### config.mk
export PLATFORM = sky130hd
export DESIGN_NAME = spi_flash_boot_reader_flat
export DESIGN_NICKNAME = d
export VERILOG_FILES = /design/src/rtl/spi_flash_boot_reader_if.sv /design/src/rtl/spi_flash_boot_reader.sv /design/src/flat_wrapper.sv
export SDC_FILE = /design/constraint.sdc
export NUM_CORES = 1
export LEC_CHECK = 0
export BUFFER_PORTS_ARGS = -buffer_cell sky130_fd_sc_hd__buf_2
export CORE_MARGIN = 4
export CORE_UTILIZATION = 25
export CTS_CLUSTER_SIZE = 20
export DETAILED_ROUTE_END_ITERATION = 16
export PLACE_DENSITY = 0.51
export SYNTH_ARGS = -nofsm -noshare
export SYNTH_HDL_FRONTEND = slang
export SYNTH_SLANG_ARGS = --single-unit
### constraint.sdc
create_clock -name clk -period 6.1 [get_ports clk]
set_clock_uncertainty 0.2 [all_clocks]
set_input_delay 0.61 -clock clk [delete_from_list [all_inputs] [get_ports clk]]
set_output_delay 0.61 -clock clk [all_outputs]
set_load 0.1 [all_outputs]
### src/rtl/spi_flash_boot_reader_if.sv
// Request/response port between the boot fetch path (master) and spi_flash_boot_reader (slave).
interface spi_flash_boot_reader_if;
    logic        req_valid;
    logic [23:0] req_addr;
    logic        req_ready;
    logic        rsp_valid;
    logic [31:0] rsp_data;

    modport master (
        output req_valid,
        output req_addr,
        input  req_ready,
        input  rsp_valid,
        input  rsp_data
    );

    modport slave (
        input  req_valid,
        input  req_addr,
        output req_ready,
        output rsp_valid,
        output rsp_data
    );
endinterface

### src/rtl/spi_flash_boot_reader.sv
// Single-lane SPI (mode 0) boot reader: wakes the flash with 0xAB, then serves 32-bit reads.
// Define SPI_FAST_READ_EN for opcode 0x0B with 8 dummy clocks after the address.
module spi_flash_boot_reader #(
    parameter int unsigned CLK_DIV   = 2,
    parameter int unsigned WAKE_WAIT = 16
) (
    input  logic                          clk,
    input  logic                          rst,
    spi_flash_boot_reader_if.slave        bus,
    output logic                          busy,
    output logic                          flash_csb,
    output logic                          flash_clk,
    output logic                          flash_io0,
    input  logic                          flash_io1
);

`ifdef SPI_FAST_READ_EN
    localparam logic [7:0] READ_OPCODE = 8'h0B;
`else
    localparam logic [7:0] READ_OPCODE = 8'h03;
`endif
    localparam logic [7:0]  WAKE_OPCODE = 8'hAB;
    localparam logic [7:0]  DIV_LOAD    = 8'(CLK_DIV - 1);
    localparam int unsigned GAP_CYCLES  = 2 * CLK_DIV;
    localparam int unsigned CNT_MAX     = (WAKE_WAIT > GAP_CYCLES) ? WAKE_WAIT : GAP_CYCLES;
    localparam int unsigned CNT_W       = $clog2(CNT_MAX + 1);

    typedef enum logic [2:0] {
        S_WAKE_CMD,
        S_WAKE_WAIT,
        S_IDLE,
        S_CMD,
        S_ADDR,
`ifdef SPI_FAST_READ_EN
        S_DUMMY,
`endif
        S_DATA,
        S_GAP
    } state_t;

    state_t           state;
    logic [7:0]       div_cnt;
    logic [4:0]       bit_cnt;
    logic [CNT_W-1:0] wait_cnt;
    logic [31:0]      tx_sh;
    logic [31:0]      rx_sh;
    logic [23:0]      addr_aligned;
    logic             sclk_tick;
    logic             sclk_rise;
    logic             sclk_fall;
    logic             last_bit;

    assign addr_aligned = bus.req_addr & 24'hFF_FFFC;
    assign sclk_tick    = !flash_csb && (div_cnt == 8'd0);
    assign sclk_rise    = sclk_tick && !flash_clk;
    assign sclk_fall    = sclk_tick && flash_clk;
    assign last_bit     = sclk_fall && (bit_cnt == 5'd0);

    always_ff @(posedge clk) begin
        if (rst) begin
            state         <= S_WAKE_CMD;
            flash_csb     <= 1'b1;
            flash_clk     <= 1'b0;
            flash_io0     <= 1'b0;
            bus.req_ready <= 1'b0;
            bus.rsp_valid <= 1'b0;
            bus.rsp_data  <= '0;
            busy          <= 1'b1;
            div_cnt       <= '0;
            bit_cnt       <= '0;
            wait_cnt      <= '0;
            tx_sh         <= '0;
            rx_sh         <= '0;
        end else begin
            bus.rsp_valid <= 1'b0;

            if (!flash_csb)
                div_cnt <= sclk_tick ? DIV_LOAD : div_cnt - 8'd1;

            if (sclk_rise) begin
                flash_clk <= 1'b1;
                if (state == S_DATA)
                    rx_sh <= {rx_sh[30:0], flash_io1};
            end

            // Common falling-edge shift; segment ends below override bit_cnt/io0.
            // tx_sh is empty after cmd+addr, so dummy/data phases shift out zeros.
            if (sclk_fall) begin
                flash_clk <= 1'b0;
                bit_cnt   <= bit_cnt - 5'd1;
                flash_io0 <= tx_sh[31];
                tx_sh     <= {tx_sh[30:0], 1'b0};
            end

            case (state)
                S_WAKE_CMD: begin
                    if (flash_csb) begin
                        flash_csb <= 1'b0;
                        flash_io0 <= WAKE_OPCODE[7];
                        tx_sh     <= {WAKE_OPCODE[6:0], 25'd0};
                        bit_cnt   <= 5'd7;
                        div_cnt   <= DIV_LOAD;
                    end else if (last_bit) begin
                        flash_csb <= 1'b1;
                        flash_io0 <= 1'b0;
                        wait_cnt  <= CNT_W'(WAKE_WAIT - 1);
                        state     <= S_WAKE_WAIT;
                    end
                end

                S_WAKE_WAIT, S_GAP: begin
                    if (wait_cnt == '0) begin
                        state         <= S_IDLE;
                        bus.req_ready <= 1'b1;
                        busy          <= 1'b0;
                    end else begin
                        wait_cnt <= wait_cnt - CNT_W'(1);
                    end
                end

                S_IDLE: begin
                    if (bus.req_valid) begin
                        bus.req_ready <= 1'b0;
                        busy          <= 1'b1;
                        flash_csb     <= 1'b0;
                        flash_io0     <= READ_OPCODE[7];
                        tx_sh         <= {READ_OPCODE[6:0], addr_aligned, 1'b0};
                        bit_cnt       <= 5'd7;
                        div_cnt       <= DIV_LOAD;
                        state         <= S_CMD;
                    end
                end

                S_CMD: begin
                    if (last_bit) begin
                        bit_cnt <= 5'd23;
                        state   <= S_ADDR;
                    end
                end

                S_ADDR: begin
                    if (last_bit) begin
                        flash_io0 <= 1'b0;
`ifdef SPI_FAST_READ_EN
                        bit_cnt   <= 5'd7;
                        state     <= S_DUMMY;
`else
                        bit_cnt   <= 5'd31;
                        state     <= S_DATA;
`endif
                    end
                end

`ifdef SPI_FAST_READ_EN
                S_DUMMY: begin
                    if (last_bit) begin
                        flash_io0 <= 1'b0;
                        bit_cnt   <= 5'd31;
                        state     <= S_DATA;
                    end
                end
`endif

                S_DATA: begin
                    if (last_bit) begin
                        flash_csb     <= 1'b1;
                        flash_io0     <= 1'b0;
                        bus.rsp_valid <= 1'b1;
                        bus.rsp_data  <= {rx_sh[7:0], rx_sh[15:8], rx_sh[23:16], rx_sh[31:24]};
                        wait_cnt      <= CNT_W'(GAP_CYCLES);
                        state         <= S_GAP;
                    end
                end

                default: state <= S_WAKE_CMD;
            endcase
        end
    end

endmodule

### src/flat_wrapper.sv
// flat-port wrapper written by rule: the top's interface ports become plain ports
module spi_flash_boot_reader_flat 
#(
    parameter int unsigned CLK_DIV   = 2,
    parameter int unsigned WAKE_WAIT = 16
)
  (clk, rst, busy, flash_csb, flash_clk, flash_io0, flash_io1, bus_req_valid, bus_req_addr, bus_req_ready, bus_rsp_valid, bus_rsp_data);
  spi_flash_boot_reader_if bus_i ();
  input  logic clk;
  input  logic rst;
  output logic busy;
  output logic flash_csb;
  output logic flash_clk;
  output logic flash_io0;
  input  logic flash_io1;
  input wire logic [$bits(bus_i.req_valid)-1:0] bus_req_valid;
  input wire logic [$bits(bus_i.req_addr)-1:0] bus_req_addr;
  output wire logic [$bits(bus_i.req_ready)-1:0] bus_req_ready;
  output wire logic [$bits(bus_i.rsp_valid)-1:0] bus_rsp_valid;
  output wire logic [$bits(bus_i.rsp_data)-1:0] bus_rsp_data;
  assign bus_i.req_valid = bus_req_valid;
  assign bus_i.req_addr = bus_req_addr;
  assign bus_req_ready = bus_i.req_ready;
  assign bus_rsp_valid = bus_i.rsp_valid;
  assign bus_rsp_data = bus_i.rsp_data;
  spi_flash_boot_reader #(.CLK_DIV(CLK_DIV), .WAKE_WAIT(WAKE_WAIT)) u_core (.clk(clk), .rst(rst), .bus(bus_i), .busy(busy), .flash_csb(flash_csb), .flash_clk(flash_clk), .flash_io0(flash_io0), .flash_io1(flash_io1));
endmodule
==> results.ini, run 1 <==
[yosys]
synth-warning-count = 0
synthTopCellsByArea = dfxtp_1 46%, nand2_1 13%, a21oi_1 8.4%
synth_simple_gate_area_share_pct = 21.4
yosysTopAreaCell = dfxtp_1
seq_area_frac_synth_pct = 46.3
synth_fa_ha_area_share_pct = 2.12
synth_compound_area_share_pct = 17.9
synth.avg_cell_area_um2 = 8.11
muxShareOfSynthArea_pct = 5.28
syn_nets = 692
syn-instance-count = 655
synth_edf_count = 0
async_flop_share_pct = 0
synth_ff_type = dfxtp_1
synth_top_family_by_area = simple AND/OR/NAND/NOR gates
ys_ff_latch = 123
synth_xor_area_share_pct = 1.81
syn-cell-area_mm2 = 0.00531
synth.distinct_cells = 61
synth.top_cell.area_share_pct = 46.3

[sta]
max_freq_ghz = 0.340
setup_viol = 0
tns_ns = 0
hold_violations = 0
slew_violations = 0
whs_ns = 0.189
relSlewSlack_pct = 26.2
max_slew.worst_pin.slew_ns = 1.11
rsz0062_at_grt = false
setup_ws_ns = 3.16
finalCritPeriodShare_pct = 48.2
min_period_ns = 2.94

[global_route]
grt_overflow = 0
grt_pass1_vias = 4224
grt_pass1_wl_um = 20300
grt_max_degree = 91
grtUsageTotal_pct = 10.4
antenna_found_initial = 0

[power_and_ir_drop]
p_comb_share_pct = 24.5
clkPwrFrac_pct = 39.3
powerDensity_mw_per_mm2 = 399
peakVddDrop_uv = 193
p_leak_uw = 0.00232
seqPwrFrac_pct = 36.2
p_int_uw = 1690
switching_power_uw = 861
switching_share_pct = 33.7

[cells_and_area]
ff_latch_area_mm2 = 0.00246
syn_to_final_growth_pct = 20.3
multi_input_area_mm2 = 0.00259
utilization_pct = 30.5
fillers = 2299
design_area_mm2 = 0.00639
fin_nets = 733
final_common_cell = nand2_1
final_layout_size_suffix_gt1_share_pct = 16.1
layout_common_cells = 186 x nand2_1, 123 x dfxtp_1, 89 x a21oi_1
n_antenna_cell = 0

[cts]
cts_buffer_depth = 2
htreeDepth = 4
root_buffer = clkbuf_16
cts_hold_buffers = 0
postCtsSetupRepairBufs = 0
clkTransAtPathRegs_ns = 0.06
clock-sinks = 123
cts.repair.resized = 0
numCtsBuffers = 17
cts_tree = yes
clock_latency_ns = 0.41

[critical_path]
endpoint_kind = flop
startpoint_type = flop
crit_arrival_ns = 3.08
path_max_fanout = 30
crit_required_ns = 6.24
r2r_cells = 7
critical_path_class = flop to flop

[route]
routed-via-count = 4395
drc = 0
routedWlPerCell_um = 12.1
antenna_left = 0
via_per_inst = 4.47
routed_wirelength_um = 12000
drt_first_pass_iters = 4
dr.first_iter.drc_count = 260

[placed_design]
place_area_mm2 = 0.00580
dp_hpwl_um = 7510
gp_congestion = 0.754
place_ws_ns = 3.13
place.port_buffers = 63

[floorplanning]
dieArea_mm2 = 0.0236
core_mm2 = 0.0210
die_w_um = 154
rows = 53
dieHeight_um = 154
start_util_pct = 25.4
pin_count = 66

[worst_hold_path]
hold_path_depth = 3
hold_path_class = primary input to flop

[run_status]
status = complete, no violations

[run]
max-cap-violations = 0

==> stage by stage <==
stage	total power (µW)	cells
floorplan	1450	655
global placement	1580	952
detailed placement	1570	952
CTS	2590	984
global route	2720	984
finish	2550	984
==> critical path, cell delays in order, from the launching register on <==
cell and delay [ns]:
dfxtp_1 0.35, inv_1 0.16, ha_1 0.68, nor2b_1 0.36, a21oi_1 0.09, a21o_1 0.49
nand2b_1 0.38, nor2_1 0.14
==> cells by family (layout without fill, tap and decap cells) <==
| group | after synthesis | after routing |
|---|---|---|
| DFF | 123 | 123 |
| adders and majority gates | 9 | 9 |
| muxes | 28 | 28 |
| and+or+nand+nor | 258 | 258 |
| xor gates and xnor gates | 11 | 11 |
| buffers and inverters | 61 | 115 |
| AOI/OAI and AO/OA | 165 | 165 |
==> power by group through the flow <==
stage | combinational, µW | clock (µW) | sequential [µW]
after floorplan | 428 | 0 | 1020
after global placement | 634 | 0 | 942
after detailed placement | 631 | 0 | 943
after CTS | 634 | 1030 | 925
after global routing | 702 | 1080 | 933
final | 626 | 1000 | 924
==> metal layers <==
metal | up-vias | global-route usage, % | wire [µm] | share of wire, %
met2 | 78 | 16.2 | 5310 | 44
met5 | - | 0 | 0 | 0
met1 | 1996 | 13.6 | 6020 | 50
met4 | 0 | 3.57 | 110 | 0.92
li1 | 2312 | - | - | -
met3 | 9 | 3.15 | 507 | 4.2
==> flip-flops by register name, indices dropped and copies added, names as in the netlist, 3 cells and up <==
| register | flops |
|---|---|
| u_core.state | 3 |
| u_core.tx_sh | 32 |
| u_core.bus.rsp_data | 32 |
| u_core.rx_sh | 32 |
| u_core.bit_cnt | 5 |
| u_core.div_cnt | 8 |
| u_core.wait_cnt | 5 |
==> cell type report <==
cell class / count / area share, %
clock buffer: 20 / 7.14
timing repair buffer: 67 / 5.40
clock inverter: 12 / 2.13
inverter: 16 / 0.939
sequential: 123 / 38.5
multi-input combinational: 471 / 40.5
tap: 275 / 5.38
==> path summary, 6_finish.rpt <==
path,from,end,slack (ns)
max,u_core.state[0]$_SDFFE_PP0P_,u_core.div_cnt[4]$_SDFF_PP0_,3.16
min,bus_req_addr[8],u_core.tx_sh[9]$_SDFF_PP0_,0.19
max reg2reg,u_core.state[0]$_SDFFE_PP0P_,u_core.div_cnt[4]$_SDFF_PP0_,3.16
min reg2reg,u_core.bus.rsp_data[9]$_SDFFE_PP0P_,u_core.bus.rsp_data[9]$_SDFFE_PP0P_,0.24
==> synthesized netlist by cell type, drive strengths merged, types with 3 or more instances <==
cell / count
a31oi: 4
o22ai: 3
ha: 9
nor3: 3
inv: 16
a21oi: 90
buf: 21
clkbuf: 24
dfxtp: 123
o21ai: 36
and3: 3
nand2b: 6
nand4: 5
or2: 3
nor2: 26
nor2b: 3
nor4b: 4
nand3: 6
a211oi: 7
xnor2: 7
a311oi: 3
nand2: 186
nor4: 3
mux2i: 28
xor2: 4
(Power assumes the default switching activity.)
==> inputs of run 2 (changes only) <==
Settings changed: PLACE_DENSITY 0.51 to 0.52.
Clock period 6.1 ns to 2.56 ns, I/O delays scaled along.
==> run 2 against run 1 <==
Compared with the run above:
- clock-buffer cell count grew 1
- critical path depth increased by 1
- sequential power is 140% higher
- critical path type unchanged
- critical endpoint is now u_core.wait_cnt[4]$_SDFFE_PP0P_
- largest power group unchanged
==> results.ini, run 2 (synthesis results as in run 1) <==
[critical_path]
crit-reg2reg-capture = u_core.wait_cnt[4]$_SDFFE_PP0P_  ; was u_core.div_cnt[4]$_SDFF_PP0_
r2r_cells = 8  ; was 7
path_cells = inv_1 > ha_1 > and2_2 > o31ai_1 > buf_4 > a21oi_2 > or4_1 > a21oi_1  ; was inv_1 > ha_1 > nor2b_1 > a21oi_1 > a21o_1 > nand2b_1 > nor2_1
path_delay_family = simple AND/OR/NAND/NOR gates  ; unchanged
slowest_delay_ns = 0.47  ; was 0.68 ns
cp.depth = 8  ; was 7
r2r_start = u_core.state[1]$_SDFFE_PP0P_  ; was u_core.state[0]$_SDFFE_PP0P_
startpoint_type = flop  ; unchanged
r2r_slack_ns = 0.20  ; was 3.16 ns
crit_arrival_ns = 2.50  ; was 3.08 ns
crit_required_ns = 2.70  ; was 6.24 ns
path_max_fanout = 6  ; was 30
startpoint = u_core.state[1]$_SDFFE_PP0P_  ; was u_core.state[0]$_SDFFE_PP0P_
crit_path_top_delay_cell = or4_1  ; was ha_1
critical_path_class = flop to flop  ; unchanged
endpoint_kind = flop  ; unchanged
worst-path-buf-inv = 2  ; was 1
crit_end = u_core.wait_cnt[4]$_SDFFE_PP0P_  ; was u_core.div_cnt[4]$_SDFF_PP0_

[placed_design]
place.port_buffers = 63  ; unchanged
place_area_mm2 = 0.00603  ; was 0.00580 mm²
place_ws_ns = 0.200  ; was 3.13 ns
dp_hpwl_um = 7980  ; was 7510 µm
gp_congestion = 0.797  ; was 0.754

[run_status]
status = complete, no violations  ; unchanged

[cts]
clkTransAtPathRegs_ns = 0.06  ; about the same
postCtsSetupRepairBufs = 0  ; unchanged
cts_buffer_depth = 2  ; unchanged
cts_tree = yes  ; unchanged
numCtsBuffers = 17  ; unchanged
clock-sinks = 123  ; unchanged
root_buffer = clkbuf_16  ; unchanged
htreeDepth = 4  ; unchanged
clock_latency_ns = 0.41  ; about the same

[cells_and_area]
syn_to_final_growth_pct = 28.8  ; was 20.3%
design_area_mm2 = 0.00684  ; was 0.00639 mm²
final_common_cell = nand2_1  ; unchanged
final_layout_size_suffix_gt1_share_pct = 18.3  ; was 16.1%
n_antenna_cell = 0  ; unchanged
layout_common_cells = 186 x nand2_1, 122 x dfxtp_1, 89 x a21oi_1  ; was 186 x nand2_1, 123 x dfxtp_1, 89 x a21oi_1
fin_nets = 778  ; was 733
top_regs = u_core.bus.rsp_data x32, u_core.rx_sh x32, u_core.tx_sh x32  ; unchanged

[floorplanning]
rows = 53  ; unchanged
start_util_pct = 25.4  ; unchanged
dieHeight_um = 154  ; unchanged
die_w_um = 154  ; unchanged
core_mm2 = 0.0210  ; unchanged
pin_count = 66  ; unchanged
dieArea_mm2 = 0.0236  ; unchanged

[route]
routed-via-count = 4613  ; was 4395
drc = 0  ; unchanged
via_per_inst = 4.48  ; was 4.47
drt_first_pass_iters = 5  ; was 4
routed_wirelength_um = 12600  ; was 12000 µm
antenna_left = 0  ; unchanged
routedWlPerCell_um = 12.3  ; was 12.1 µm
dr.first_iter.drc_count = 204  ; was 260

[sta]
min_period_ns = 2.36  ; was 2.94 ns
setup_viol = 0  ; unchanged
tns_ns = 0  ; unchanged
max_slew.worst_pin.slew_ns = 0.509  ; was 1.11 ns
finalCritPeriodShare_pct = 92.0  ; was 48.2%
slew_violations = 0  ; unchanged
rsz0062_at_grt = false  ; unchanged
max_freq_ghz = 0.425  ; was 0.340 GHz
hold_violations = 0  ; unchanged
relSlewSlack_pct = 66.3  ; was 26.2%
setup_ws_ns = 0.205  ; was 3.16 ns

[global_route]
grt_pass1_wl_um = 21300  ; was 20300 µm
antenna_found_initial = 0  ; unchanged
grt_overflow = 0  ; unchanged
grtUsageTotal_pct = 10.9  ; was 10.4%
grt_max_degree = 71  ; was 91
grt_pass1_vias = 4353  ; was 4224

[run]
max-cap-violations = 0  ; unchanged

[worst_hold_path]
min_from = bus_req_valid  ; was bus_req_addr[8]
hold_path_class = primary input to flop  ; unchanged

[power_and_ir_drop]
p_leak_uw = 0.00253  ; was 0.00232 µW
powerDensity_mw_per_mm2 = 915  ; was 399 mW/mm²
totalPowerFinal_uw = 6260  ; was 2550 µW
peakVddDrop_uv = 477  ; was 193 µV

-- run 2: cell count changes in the layout (fill, tap and decap cells not counted), sizes merged --
| cell | before | now |
|---|---|---|
| bufinv | 2 | 1 |
| clkinv | 3 | 4 |
| buf | 67 | 89 |
| dlygate4sd3 | 0 | 23 |
| clkbuf | 20 | 21 |
| inv | 20 | 19 |
-- run 2: metal layers --
layer | up-vias | GRT usage, % | wire length (µm)
met5 | - | 0 | 0
met4 | 0 | 3.28 | 137
met3 | 11 | 3.38 | 513
met2 | 78 | 17.0 | 5830
met1 | 2120 | 14.5 | 6150
li1 | 2404 | - | -
-- run 2: how the worst min path moves through the flow --
stage                                                 endpoint  slack, ns  cells after the start
after floorplan                    u_core.tx_sh[10]$_SDFF_PP0_       0.16                      2
after global placement    u_core.bus.rsp_data[11]$_SDFFE_PP0P_       0.24                      2
after detailed placement  u_core.bus.rsp_data[11]$_SDFFE_PP0P_       0.24                      2
after CTS                    u_core.bus.req_ready$_SDFFE_PP0P_      0.001                      4
after global routing                  u_core.busy$_SDFFE_PP1P_       0.02                      3
final                        u_core.bus.req_ready$_SDFFE_PP0P_       0.02                      4
-- run 2: stage by stage --
step           utilization, %  instances  hold slack (ns)
4_1_cts                  32.6       1029          0.00102
2_1_floorplan               -        655            0.165
5_1_grt                  32.7       1029           0.0211
3_5_place_dp             28.8        974            0.242
3_3_place_gp             28.8        974            0.237
6_report                 32.7       1029           0.0206
-- run 2: report_power, final --
part	internal, µW	switching [µW]
Combinational	667	1070
Sequential	2050	146
Clock	1420	901
Total	4140	2120
-- run 2: area by class of cell --
| type | instances | area, µm² |
|---|---|---|
| Fill cell | 2265 | 14100 |
| Tap cell | 275 | 344 |
| Timing Repair Buffer | 112 | 803 |
| Sequential cell | 123 | 2460 |
| Clock inverter | 11 | 110 |
| Clock buffer | 21 | 470 |
| Multi-Input combinational cell | 471 | 2590 |
| Inverter | 16 | 60.1 |
-- run 2: repair_timing --
action / CTS / global route
setup endpoints to repair: 0 / 13
hold buffers: 23 / 0
resized for setup: 0 / 2
hold endpoints to repair: 23 / 0
-- run 2: worst reg2reg max path, cell delays in order, from the launching register on --
cell     delay (ns)
dfxtp_1        0.45
inv_1          0.12
ha_1           0.24
and2_2         0.24
o31ai_1        0.22
buf_4          0.16
a21oi_2        0.07
or4_1          0.47
a21oi_1        0.12
==> inputs of run 3 (changes only) <==
Settings changed: GPL_TIMING_DRIVEN set to 0, PLACE_DENSITY 0.52 to 0.42.
Clock period 2.56 ns to 2.6 ns, I/O delays scaled along.
==> run 3 against run 2 <==
Compared with the run above:
- setup slack worse by 0.088 ns
- first-iteration DRC count increased by 60%
- combinational power down 5%
- global-route usage grew 0.87 points
- via count rose by 1.6%
- critical path depth fell by 1
- core utilization rose by 0.12 points
- fmax decreased by 5.1%
- sequential share of layout area shrank 0.15 points
- wire length grew 10%
- critical path type unchanged
==> results.ini, run 3 (synthesis results as in run 1) <==
[route]
routed-via-count = 4685  ; was 4613
antenna_left = 0  ; unchanged
via_per_inst = 4.47  ; was 4.48
drt_first_pass_iters = 4  ; was 5
dr.first_iter.drc_count = 326  ; was 204
routedWlPerCell_um = 13.3  ; was 12.3 µm
routed_wirelength_um = 13900  ; was 12600 µm
drc = 0  ; unchanged

[global_route]
grt_pass1_wl_um = 23000  ; was 21300 µm
grtUsageTotal_pct = 11.8  ; was 10.9%
grt_pass1_vias = 4702  ; was 4353
grt_overflow = 0  ; unchanged
grt_max_degree = 17  ; was 71
antenna_found_initial = 0  ; unchanged

[cells_and_area]
final_layout_size_suffix_gt1_share_pct = 17.9  ; was 18.3%
fillers = 2248  ; was 2265
design_area_mm2 = 0.00687  ; was 0.00684 mm²
multi_input_area_mm2 = 0.00262  ; was 0.00259 mm²
fin_nets = 797  ; was 778
n_antenna_cell = 0  ; unchanged
final_common_cell = nand2_1  ; unchanged
top_regs = u_core.bus.rsp_data x32, u_core.rx_sh x32, u_core.tx_sh x32  ; unchanged
layout_common_cells = 185 x nand2_1, 123 x dfxtp_1, 89 x a21oi_1  ; was 186 x nand2_1, 122 x dfxtp_1, 89 x a21oi_1
ff_latch_area_mm2 = 0.00246  ; about the same
syn_to_final_growth_pct = 29.3  ; was 28.8%

[placed_design]
place_area_mm2 = 0.00597  ; was 0.00603 mm²
place.port_buffers = 62  ; was 63
gp_congestion = 0.807  ; was 0.797
dp_hpwl_um = 9920  ; was 7980 µm

[sta]
relSlewSlack_pct = 54.8  ; was 66.3%
finalCritPeriodShare_pct = 95.5  ; was 92.0%
max_slew.worst_pin.slew_ns = 0.678  ; was 0.509 ns
setup_viol = 0  ; unchanged
hold_violations = 0  ; unchanged
rsz0062_at_grt = false  ; unchanged
slew_violations = 0  ; unchanged
min_period_ns = 2.48  ; was 2.36 ns
max_freq_ghz = 0.403  ; was 0.425 GHz

[cts]
root_buffer = clkbuf_16  ; unchanged
clock-sinks = 123  ; unchanged
numCtsBuffers = 17  ; unchanged
htreeDepth = 4  ; unchanged
clkTransAtPathRegs_ns = 0.06  ; about the same
clock_latency_ns = 0.41  ; about the same
cts_buffer_depth = 2  ; unchanged
cts_tree = yes  ; unchanged

[floorplanning]
rows = 53  ; unchanged
core_mm2 = 0.0210  ; unchanged
start_util_pct = 25.4  ; unchanged
pin_count = 66  ; unchanged
dieHeight_um = 154  ; unchanged
dieArea_mm2 = 0.0236  ; unchanged
die_w_um = 154  ; unchanged

[critical_path]
endpoint_kind = flop  ; unchanged
critical_path_class = flop to flop  ; unchanged
crit_required_ns = 2.74  ; was 2.70 ns
slowest_delay_ns = 0.48  ; was 0.47 ns
startpoint_type = flop  ; unchanged
path_max_fanout = 9  ; was 6
path_delay_family = simple AND/OR/NAND/NOR gates  ; unchanged
path_cells = inv_1 > ha_1 > and2_2 > o31ai_4 > a21oi_2 > or4_1 > a21oi_1  ; was inv_1 > ha_1 > and2_2 > o31ai_1 > buf_4 > a21oi_2 > or4_1 > a21oi_1
worst-path-buf-inv = 1  ; was 2
crit_arrival_ns = 2.62  ; was 2.50 ns
crit_path_top_delay_cell = dfxtp_1  ; was or4_1

[power_and_ir_drop]
totalPowerFinal_uw = 6260  ; about the same
powerDensity_mw_per_mm2 = 911  ; was 915 mW/mm²
p_leak_uw = 0.00255  ; was 0.00253 µW
peakVddDrop_uv = 513  ; was 477 µV

[run_status]
status = complete, no violations  ; unchanged

[worst_hold_path]
hold_path_class = primary input to flop  ; unchanged

[run]
max-cap-violations = 0  ; unchanged

-- run 3: cell types whose count changed in the layout (fill, tap and decap cells not counted), sizes merged --
cell    before  now
clkbuf      21   42
bufinv       1    3
inv         19   20
clkinv       4    2
buf         89   85
-- run 3: repair_timing --
action	CTS	global route
hold buffers	23	0
cloned	0	0
pin swaps	0	1
endpoints found under the setup margin	15	88
gates resized for setup	5	14
setup buffers	0	2
endpoints found under the hold margin	23	0
-- run 3: cell type report --
cell class,count,area share (%)
Buffer,44,3.13
Clock buffer,19,6.59
Clock inverter,12,2.35
Inverter,16,0.874
Multi-Input combinational cell,471,38.1
Sequential cell,123,35.8
Tap cell,275,5.01
Timing Repair Buffer,87,8.09
-- run 3: power breakdown --
group / internal, µW / switching (µW)
clock: 1560 / 887
sequential: 2020 / 123
combinational: 578 / 1090
-- run 3: metal layers --
layer	vias up	share of wire (%)	global-route usage [%]
met5	-	0	0
met3	4	4.0	3.60
met1	2162	49	14.9
met2	77	47	19.7
li1	2442	-	-
met4	0	0.46	2.78
-- run 3: worst paths after layout --
kind,startpoint,endpoint,depth (start not counted),slack [ns]
worst max-delay path,u_core.state[1]$_SDFFE_PP0P_,u_core.wait_cnt[4]$_SDFFE_PP0P_,7,0.12
worst min-delay path,bus_req_valid,u_core.bus.req_ready$_SDFFE_PP0P_,4,0.05
worst max register to register,u_core.state[1]$_SDFFE_PP0P_,u_core.wait_cnt[4]$_SDFFE_PP0P_,7,0.12
worst min register to register,u_core.bus.rsp_data[1]$_SDFFE_PP0P_,u_core.bus.rsp_data[1]$_SDFFE_PP0P_,2,0.25
-- run 3: tightest hold or removal path: cells and delay by family --
family                 cells  cell delay, ns
buffers and inverters      1            0.15
and+or+nand+nor            2            0.14
AOI/OAI and AO/OA          1            0.06
-- run 3: through the flow --
stage / TNS (ns) / hold slack, ns / setup WS (ns) / std cells / utilization [%]
after floorplan: 0 / 0.169 / 0.0133 / 655 / -
after global placement: -0.243 / 0.237 / -0.116 / 992 / 28.5
after detailed placement: -0.330 / 0.241 / -0.0979 / 992 / 28.5
after CTS: 0 / 0.0341 / 0.0479 / 1046 / 32.6
after global routing: 0 / 0.0909 / 0.00132 / 1047 / 32.8
final: 0 / 0.0501 / 0.117 / 1047 / 32.8
